### config.mk
export PLATFORM = sky130hd
export DESIGN_NAME = sram_loader
export DESIGN_NICKNAME = d
export VERILOG_FILES = /design/src/rtl/sram_loader.sv
export SDC_FILE = /design/constraint.sdc
export NUM_CORES = 1
export LEC_CHECK = 0
export ABC_CLOCK_PERIOD_IN_PS = 6400
export CAP_MARGIN = 20
export CORE_MARGIN = 2
export CORE_UTILIZATION = 53
export CTS_CLUSTER_SIZE = 24
export DETAILED_ROUTE_END_ITERATION = 7
export PLACE_DENSITY = 0.88
export SYNTH_ARGS = -nofsm -noshare
export SYNTH_HDL_FRONTEND = slang
export SYNTH_SLANG_ARGS = --single-unit
### constraint.sdc
create_clock -name Clk -period 6.4 [get_ports Clk]
set_input_delay 1.92 -clock Clk [delete_from_list [all_inputs] [get_ports Clk]]
set_output_delay 1.92 -clock Clk [all_outputs]
set_load 0.03 [all_outputs]
### src/rtl/sram_loader.sv
// rtl/sram_loader.sv - write-side SRAM master: streams words into consecutive SRAM addresses
// Each word is written with a setup / WE-pulse / hold sequence.
module sram_loader #(
  parameter int ADDR_W    = 20,
  parameter int DATA_W    = 16,
  parameter int WE_CYCLES = 2
) (
  input  logic              Clk,
  input  logic              Reset,
  input  logic              start,
  input  logic [ADDR_W-1:0] base_addr,
  input  logic [ADDR_W-1:0] word_count,
  input  logic              abort,
  input  logic [DATA_W-1:0] in_data,
  input  logic              in_valid,
  output logic              in_ready,
  output logic              busy,
  output logic              done,
  output logic [ADDR_W-1:0] words_written,
  output logic              CE,
  output logic              UB,
  output logic              LB,
  output logic              OE,
  output logic              WE,
  output logic [ADDR_W-1:0] ADDR,
  output logic [DATA_W-1:0] data_to_tristate,
  output logic              drive_en
);

  typedef enum logic [2:0] {
    S_IDLE, S_WAIT_DATA, S_SETUP, S_PULSE, S_HOLD, S_DONE
  } state_t;

  state_t            state, state_nxt;
  logic [ADDR_W-1:0] cur_addr;
  logic [ADDR_W-1:0] remaining;
  logic [ADDR_W-1:0] written;
  logic [DATA_W-1:0] data_q;
  logic [3:0]        pulse_cnt;
  logic              abort_q;
  logic              zero_done;
  logic              abort_any;
  logic              start_ok;

  // An abort seen mid-write is remembered so it still ends the burst at the next word boundary.
  assign abort_any = abort | abort_q;
  assign start_ok  = start && (word_count != '0);

  always_ff @(posedge Clk or negedge Reset) begin
    if (!Reset) state <= S_IDLE;
    else        state <= state_nxt;
  end

  // Controls decode straight from the state so reset releases WE/drive_en without a clock.
  always_comb begin
    state_nxt = state;
    in_ready  = 1'b0;
    busy      = 1'b1;
    CE        = 1'b1;
    UB        = 1'b1;
    LB        = 1'b1;
    WE        = 1'b1;
    drive_en  = 1'b0;
    case (state)
      S_IDLE: begin
        busy = 1'b0;
        if (start_ok) state_nxt = S_WAIT_DATA;
      end
      S_WAIT_DATA: begin
        in_ready = 1'b1;
        if (abort_any)     state_nxt = S_DONE;
        else if (in_valid) state_nxt = S_SETUP;
      end
      S_SETUP: begin
        CE = 1'b0; UB = 1'b0; LB = 1'b0; drive_en = 1'b1;
        state_nxt = S_PULSE;
      end
      S_PULSE: begin
        CE = 1'b0; UB = 1'b0; LB = 1'b0; drive_en = 1'b1; WE = 1'b0;
        if (pulse_cnt == 4'd0) state_nxt = S_HOLD;
      end
      S_HOLD: begin
        CE = 1'b0; UB = 1'b0; LB = 1'b0; drive_en = 1'b1;
        if (remaining == ADDR_W'(1) || abort_any) state_nxt = S_DONE;
        else                                      state_nxt = S_WAIT_DATA;
      end
      S_DONE:  state_nxt = S_IDLE;
      default: state_nxt = S_IDLE;
    endcase
  end

  always_ff @(posedge Clk or negedge Reset) begin
    if (!Reset) begin
      cur_addr  <= '0;
      remaining <= '0;
      written   <= '0;
      data_q    <= '0;
      pulse_cnt <= '0;
      abort_q   <= 1'b0;
      zero_done <= 1'b0;
    end else begin
      zero_done <= (state == S_IDLE) && start && (word_count == '0);
      if (state == S_IDLE) abort_q <= 1'b0;
      else if (abort)      abort_q <= 1'b1;
      case (state)
        S_IDLE: begin
          if (start_ok) begin
            cur_addr  <= base_addr;
            remaining <= word_count;
            written   <= '0;
          end
        end
        S_WAIT_DATA: begin
          if (!abort_any && in_valid) data_q <= in_data;
        end
        S_SETUP: pulse_cnt <= 4'(WE_CYCLES - 1);
        S_PULSE: begin
          if (pulse_cnt != 4'd0) pulse_cnt <= pulse_cnt - 4'd1;
        end
        S_HOLD: begin
          written   <= written + ADDR_W'(1);
          remaining <= remaining - ADDR_W'(1);
          cur_addr  <= cur_addr + ADDR_W'(1);
        end
        default: ;
      endcase
    end
  end

  assign OE               = 1'b1;
  assign ADDR             = cur_addr;
  assign data_to_tristate = data_q;
  assign words_written    = written;
  assign done             = (state == S_DONE) || zero_done;

endmodule

==> results of run 1 <==
[critical path: stages (launching register included)]
cell and delay (ns):
dfrtp_1 0.57, inv_1 0.18, nor3_1 0.28, clkdlybuf4s50_1 0.74
[synthesized netlist by cell type, types with 10 or more instances]
cell type,n
mux2i_1,12
o211ai_1,10
nand4_1,13
clkbuf_1,11
nor3_1,16
nand2_1,49
mux2_2,17
o21ai_0,44
buf_2,12
nor4_1,15
nor2_1,39
a21oi_1,28
nand3_1,29
inv_1,11
dfrtp_1,85
[flip-flops by register name, summed over array words and instances (netlist names)]
name and flops:
remaining 20, ADDR 20, state 3, zero_done 1
data_to_tristate 16, abort_q 1, words_written 20, pulse_cnt 4
[per-layer routing]
| metal | vias to the layer above | track usage (%) |
|---|---|---|
| met5 | - | 0 |
| met4 | 0 | 11.2 |
| met3 | 37 | 6.89 |
| met2 | 296 | 46.9 |
| met1 | 2291 | 36.4 |
| li1 | 2170 | - |
[how the worst max path moves through the flow]
stage	start	to	slack, ns	cells after the start
floorplan	state[0]	LB	2.48	8
global placement	word_count[11]	ADDR[19]	2.30	6
detailed placement	word_count[3]	ADDR[19]	2.18	6
CTS	state[0]	in_ready	2.34	3
global route	state[0]	in_ready	2.24	3
finish	state[0]	in_ready	2.35	3
[cell type report]
| type | count | share of cell area (%) |
|---|---|---|
| Multi-Input combinational cell | 390 | 39.1 |
| Inverter | 12 | 0.721 |
| Tap cell | 108 | 2.16 |
| Timing Repair Buffer | 131 | 20.7 |
| Clock inverter | 6 | 1.12 |
| Sequential cell | 85 | 34.0 |
| Clock buffer | 10 | 2.20 |
[power groups by stage]
stage               Combinational (mW)  Sequential, mW  Clock (mW)
CTS                               1.57            1.01       0.404
global route                      1.69            1.05       0.430
floorplan                        0.839            1.18           0
detailed placement                1.56            1.01           0
finish                            1.58            1.02       0.398
global placement                  1.50           0.997           0
[cell families after synthesis]
family | after synthesis | share of synthesized area, %
simple gates | 201 | 22.2
compound gates | 151 | 20.1
flops | 85 | 44.2
buf+inv | 45 | 5.10
mux | 29 | 6.48
fa+ha+maj | 5 | 1.30
xor+xnor | 3 | 0.547
other cells | 1 | 0.0780
[metrics by stage]
stage | cells | worst slack, ns | utilization [%] | hold WS [ns] | cell area [sq um]
CTS | 742 | 2.34 | 71.3 | 0.491 | 6250
finish | 742 | 2.35 | 71.3 | 0.486 | 6250
floorplan | 520 | 2.48 | - | 0.461 | 4810
global route | 742 | 2.24 | 71.3 | 0.532 | 6250
global placement | 726 | 2.30 | 68.9 | 0.470 | 6040
detailed placement | 726 | 2.18 | 68.9 | 0.481 | 6040
==> metrics.txt, run 1 <==
Final Power 2.99 mW; ratio of cells with drive above 1 in the final layout 8.68%; WHS Endpoint words_written[19]; routed length on met2 6760 microns; worst skew pair latency 0.36 ns; Via Count 4794; register area share after synthesis 44.2%; Longest Clk Path Bufs 2; H-tree levels 3; Final Hold Fails 0; root buffer cell clkbuf_8; switching share of total power 47.1%; Die W 99.3 microns; power share of the clock group 13.3%; post-synth top area cell dfrtp_1; DIE HEIGHT 99.3 microns; Slew headroom 37.8%; fraction of the cycle the final worst path needs 63.3%; leakage power 2.48 nW; Slew Limit Fails 0; FF+latch area 2130 sq um; worst min path class flip-flop to flip-flop; outcome completed; core area 8760 sq um; ANT nets after route 0; Yosys Warn Count 0; metal3 WL 1420 microns; worst vdd ir 0.341 mV; # IOs 126; pin count of the biggest net entering global routing 45; initial antenna violation count 0; r2r endpoint ADDR[10]; Critical Path Source Type flip-flop; HP Start words_written[19]; Area contributors post-synth dfrtp_1 (44%), o21ai_0 (4.6%), mux2_2 (4.0%); synthesized flop and latch total 85; Distinct cells, synth 64; most common cell after layout, fill and taps aside clkdlybuf4s50_1; maximum clock rate 0.247 GHz; crit-path max FO 11; Internal 1.58 mW; Power per Cell Area 479 nW/um^2; max-cap violations 0; CTS clk-pin slew, worst paths 0.09 ns; share of total power in combinational logic 52.7%; post-CTS setup buffers 0; number of DRC violations after detailed-routing iteration 0 399; WHS Path Cells 1; CTS tree yes; Filler cells 632; clock skew 0.00754 ns; DR top layer met4; CTS Sinks 85; total wire length 14000 microns; CTS resizes 0; Reg2Reg Setup Slack 3.70 ns; Crit. End Element output port; switching power 1.41 mW; Post-synth ARST share 100%; Setup Total Neg Slack 0 ns; die area 9850 sq um; worst path arrival time 2.13 ns; Port Buf Inserts 124; DP Wirelength 9750 microns; met1 WL 5540 microns; # DRC 0; Final nets 695; row cnt 34; Hold-fix buffers, CTS 0; Worst-Margin Slew 0.918 ns; gr ovfl total 0; Period minus WS final 4.05 ns; Reg-to-Reg Start state[2]; Initial Utilization 54.9%; sequential share of power 34.0%; Tot GR Track Use 28.5%; Syn Inst Count 520; Mean Syn Cell Area 9.25 sq um; area occupied by multi-input gates 2440 sq um; Synth Flop Type dfrtp_1; critical path class flip-flop to output port; First-pass DRT Iterations 5; Yosys top cell area share 44.2%; Num CTS Buffers 9; Post-synth EDFFs 0; first-pass GRT wire length 22800 microns; Mapped Area 4810 sq um; Layout area overhead 29.9%; Antenna diodes 0; DR vias/cell 6.46; reg2reg path depth 6; Syn Nets 586; RSZ-0062 raised after global routing false; Routability Congestion 0.957; vias in the first global route 4682; final setup violating endpoints 0; WL/cell 18.9 microns; commonest cells after routing, fill and taps aside clkdlybuf4s50_1 (123), dfrtp_1 (85), nand2_1 (49); WP data required 4.48 ns
(Power assumes the default switching activity.)
==> run 2, diff against run 1 <==
==> config.mk (replaced) <==
export PLATFORM = sky130hd
export DESIGN_NAME = sram_loader
export DESIGN_NICKNAME = d
export VERILOG_FILES = /design/src/rtl/sram_loader.sv
export SDC_FILE = /design/constraint.sdc
export NUM_CORES = 1
export LEC_CHECK = 0
export ABC_CLOCK_PERIOD_IN_PS = 3300
export CAP_MARGIN = 20
export CORE_MARGIN = 2
export CORE_UTILIZATION = 45
export CTS_CLUSTER_SIZE = 24
export DETAILED_ROUTE_END_ITERATION = 7
export PLACE_DENSITY = 0.8
export SYNTH_ARGS = -nofsm -noshare
export SYNTH_HDL_FRONTEND = slang
export SYNTH_SLANG_ARGS = --single-unit
==> constraint.sdc (replaced) <==
create_clock -name Clk -period 3.3 [get_ports Clk]
set_input_delay 0.99 -clock Clk [delete_from_list [all_inputs] [get_ports Clk]]
set_output_delay 0.99 -clock Clk [all_outputs]
set_load 0.03 [all_outputs]
==> run 2 against run 1 <==
Effect of this change:
- setup slack worse by 2.2 ns
- via count is 2.3% lower
- worst hold slack better by 0.019 ns
- combinational power is 95% higher
- sequential power is 94% higher
- critical path depth stayed put
- largest cell class unchanged
==> metrics.txt, run 2 (synthesis results as in run 1) <==
pin count of the biggest net entering global routing 45; WL/cell 17.6 microns; Initial Utilization 46.4%; Worst-Margin Slew 0.892 ns; most common cell after layout, fill and taps aside clkdlybuf4s50_1; CTS tree yes; Final nets 704; commonest cells after routing, fill and taps aside clkdlybuf4s50_1 (118), dfrtp_1 (85), nand2_1 (49); Routability Congestion 0.953; # IOs 126; outcome completed; initial antenna violation count 0; area occupied by multi-input gates 2440 sq um; Slew Limit Fails 0; crit-path max FO 11; worst path arrival time 2.16 ns; Power per Cell Area 911 nW/um^2; FF+latch area 2130 sq um; ratio of cells with drive above 1 in the final layout 10.7%; final setup violating endpoints 0; Period minus WS final 3.15 ns; root buffer cell clkbuf_8; Hold-fix buffers, CTS 0; fraction of the cycle the final worst path needs 95.5%; first-pass GRT wire length 22500 microns; vias in the first global route 4595; Slew headroom 39.6%; cells along the critical path inv_1, nor3_1, clkdlybuf4s50_1; CTS resizes 0; ANT nets after route 0; row cnt 37; Setup Total Neg Slack 0 ns; Port Buf Inserts 124; clock skew 0.0134 ns; Layout area overhead 32.2%; worst min path class flip-flop to flip-flop; gr ovfl total 0; Filler cells 894; maximum clock rate 0.317 GHz; leakage power 2.53 nW; Finished Core Util 61.3%; Final Hold Fails 0; H-tree levels 3; worst vdd ir 0.552 mV; Reg-to-Reg Start state[2]; Num CTS Buffers 9; Crit. End Element output port; DP Wirelength 9730 microns; DIE HEIGHT 107 microns; Die W 107 microns; slowest stage cell, crit path clkdlybuf4s50_1; CTS clk-pin slew, worst paths 0.10 ns; die area 11500 sq um; Antenna diodes 0; First-pass DRT Iterations 5; number of DRC violations after detailed-routing iteration 0 330; CP max stage delay 0.74 ns; CTS Sinks 85; max-cap violations 0; total wire length 13700 microns; Via Count 4683; Tot GR Track Use 24.3%; worst skew pair latency 0.36 ns; WP data required 2.31 ns; RSZ-0062 raised after global routing false; HP Start words_written[19]; critical path class flip-flop to output port; Longest Clk Path Bufs 2; Critical Path Start state[0]; core area 10400 sq um; DR vias/cell 6.01; Critical Path Source Type flip-flop; post-CTS setup buffers 0; # DRC 0
## run 2: cell count changes in the layout (fill, tap and decap cells not counted), sizes merged
cell and delta:
buf +14, clkdlybuf4s50 -5, inv +3, bufinv -1, clkbuf -1, clkinvlp -1
## run 2: final timing paths
check | endpoint | slack, ns | cells after the start
min in group asynchronous | ADDR[15] | 0.61 | 1
setup / recovery | in_ready | 0.15 | 3
hold reg to reg | words_written[19] | 0.51 | 1
setup reg to reg | ADDR[6] | 1.04 | 5
max in group asynchronous | zero_done | 2.03 | 2
hold / removal | words_written[19] | 0.51 | 1
## run 2: area by class of cell
class / count / area share, %
inverters: 12 / 0.709
flip-flops and latches: 85 / 33.5
well taps: 136 / 2.68
clock inverters: 7 / 1.04
clock buffers: 9 / 1.95
repair buffers: 140 / 21.8
multi-input cells: 390 / 38.4
## run 2: metrics by stage
step                      power [mW]  area [sq um]  hold slack (ns)  std cells  worst slack, ns
after floorplan                 3.92          4810            0.461        520            0.310
final                           5.79          6360            0.505        779            0.148
after CTS                       5.81          6360            0.509        779            0.181
after global routing            6.18          6360            0.528        779           0.0183
after global placement          4.96          6170            0.479        763            0.216
after detailed placement        5.06          6170            0.488        763            0.201
## run 2: where the power goes
part	switching [mW]	total, mW	internal (mW)	leakage, nW
clock	0.439	0.734	0.295	0.0922
sequential	0.527	1.98	1.45	1.05
combinational	1.79	3.08	1.29	1.39
total	2.75	5.79	3.04	2.53
## run 2: critical path: cells and delay by family (launching register included)
kind                   cells  cell delay [ns]
and+or+nand+nor            1             0.29
buffers and inverters      2             0.93
DFF                        1             0.58
## run 2: metal layers
| metal | routed length, microns | share of wire (%) | GRT usage, % | vias to the layer above |
|---|---|---|---|---|
| met2 | 6440 | 47 | 38.3 | 226 |
| met1 | 5660 | 41 | 32.5 | 2247 |
| li1 | - | - | - | 2191 |
| met3 | 1390 | 10 | 7.75 | 19 |
| met5 | 0 | 0 | 0 | - |
| met4 | 194 | 1.4 | 6.50 | 0 |
==> run 3, diff against run 2 <==
--- a/config.mk
+++ b/config.mk
@@ -5,10 +5,11 @@
 export SDC_FILE = /design/constraint.sdc
 export NUM_CORES = 1
 export LEC_CHECK = 0
-export ABC_CLOCK_PERIOD_IN_PS = 3300
+export ABC_CLOCK_PERIOD_IN_PS = 2800
 export CAP_MARGIN = 20
 export CORE_MARGIN = 2
 export CORE_UTILIZATION = 45
+export CTS_CLUSTER_DIAMETER = 100
 export CTS_CLUSTER_SIZE = 24
 export DETAILED_ROUTE_END_ITERATION = 7
 export PLACE_DENSITY = 0.8
==> constraint.sdc (replaced) <==
create_clock -name Clk -period 2.8 [get_ports Clk]
set_input_delay 0.84 -clock Clk [delete_from_list [all_inputs] [get_ports Clk]]
set_output_delay 0.84 -clock Clk [all_outputs]
set_load 0.03 [all_outputs]
==> run 3 against run 2 <==
Effect of this change:
- core utilization is 1.0 points higher
- worst hold slack worse by 0.14 ns
- critical path depth is 5 higher
- non-clock buffer count is 12 higher
- global-route usage is 0.85 points higher
- final cell count is 1.5% higher
- sequential cell count stayed put
- clock-buffer cell count is 1 higher
- die area stayed put
- combinational power is 22% higher
- via count is 1.8% higher
- critical path type is now input pin to flip-flop
- critical endpoint is now ADDR[6]
- highest routed layer unchanged
==> metrics.txt, run 3 (synthesis results as in run 1) <==
outcome completed; CP delay by family, top buffers and inverters; max-cap violations 0; vias in the first global route 4702; Finished Core Util 62.3%; CTS Sinks 85; first-pass GRT wire length 23100 microns; FF+latch area 2130 sq um; Layout area overhead 34.4%; worst path arrival time 2.96 ns; CTS clk-pin slew, worst paths 0.10 ns; H-tree levels 3; routed length on met2 6670 microns; # IOs 126; cells along the critical path clkdlybuf4s50_1, nor4_1, buf_4, nand3_1, o21ai_1, buf_4, nor2_1, a211oi_1; Via Count 4767; most common cell after layout, fill and taps aside clkdlybuf4s50_1; Worst-Margin Slew 0.849 ns; clock skew 0.0162 ns; initial antenna violation count 0; DR vias/cell 6.03; worst skew pair latency 0.36 ns; Power per Cell Area 1080 nW/um^2; Longest Clk Path Bufs 2; CTS tree yes; Setup Total Neg Slack 0 ns; crit path buf inv count 3; maximum clock rate 0.373 GHz; Filler cells 859; crit-path max FO 16; DR top layer met4; area occupied by multi-input gates 2440 sq um; Slew Limit Fails 0; leakage power 2.60 nW; Final nets 716; RSZ-0062 raised after global routing false; CP max stage delay 0.43 ns; Period minus WS final 2.68 ns; Initial Utilization 46.4%; row cnt 37; worst vdd ir 0.662 mV; ANT nets after route 0; core area 10400 sq um; Num CTS Buffers 9; most frequent CP cell buf_4; Antenna diodes 0; fraction of the cycle the final worst path needs 95.8%; Critical Path Source Type input pin; total wire length 14300 microns; number of DRC violations after detailed-routing iteration 0 402; die area 11500 sq um; First-pass DRT Iterations 5; # DRC 0; ratio of cells with drive above 1 in the final layout 12.7%; WP data required 3.07 ns; slowest stage cell, crit path clkdlybuf4s50_1; final setup violating endpoints 0; DP Wirelength 10200 microns; WL/cell 18.0 microns; Routability Congestion 0.908; worst min path class input pin to async pin; commonest cells after routing, fill and taps aside clkdlybuf4s50_1 (117), dfrtp_1 (84), nand2_1 (49); critical path class input pin to flip-flop; gr ovfl total 0; WHS 0.361 ns; metal3 WL 1250 microns; DIE HEIGHT 107 microns; Port Buf Inserts 124; pin count of the biggest net entering global routing 44; Crit. End Element flip-flop; Final Hold Fails 0; Hold-fix buffers, CTS 0; met1 WL 6080 microns; root buffer cell clkbuf_8; Tot GR Track Use 25.1%; Slew headroom 42.5%; Die W 107 microns
-- run 3: repair_timing --
item	4_1_cts	5_1_grt
endpoints found under the setup margin	1	1
gates resized for setup	1	1
buffers inserted	0	0
-- run 3: metal layers --
layer	up-vias	GRT usage (%)
li1	2217	-
met1	2314	33.2
met2	208	40.1
met3	28	7.26
met4	0	7.88
met5	-	0
-- run 3: final timing paths --
check / start / endpoint / slack (ns) / cells past startpoint
setup / recovery: word_count[3] / ADDR[6] / 0.12 / 8
hold / removal: Reset / ADDR[12] / 0.36 / 1
min in group Clk: words_written[15] / words_written[15] / 0.49 / 1
setup reg to reg: state[0] / words_written[19] / 0.68 / 7
max in group asynchronous: Reset / words_written[2] / 1.82 / 2
hold reg to reg: words_written[15] / words_written[15] / 0.49 / 1
-- run 3: report_power, final --
group	switching (mW)	leakage, nW	internal [mW]
logic	2.18	1.45	1.57
clock network	0.485	0.103	0.444
registers	0.590	1.05	1.71
-- run 3: area by class of cell --
class	count	share of cell area, %
sequential	85	32.9
multi-input combinational	390	37.8
clock buffer	10	2.13
inverter	12	0.697
timing repair buffer	152	22.8
clock inverter	6	1.06
tap	136	2.63
-- run 3: metrics by stage --
stage	total power [mW]	cell area (sq um)	std cells	worst slack, ns
floorplan	4.62	4810	520	0.0482
global placement	5.92	6260	775	-0.0901
detailed placement	6.05	6260	775	-0.183
CTS	6.99	6460	791	0.0390
global route	7.42	6460	791	0.0518
finish	6.98	6460	791	0.116
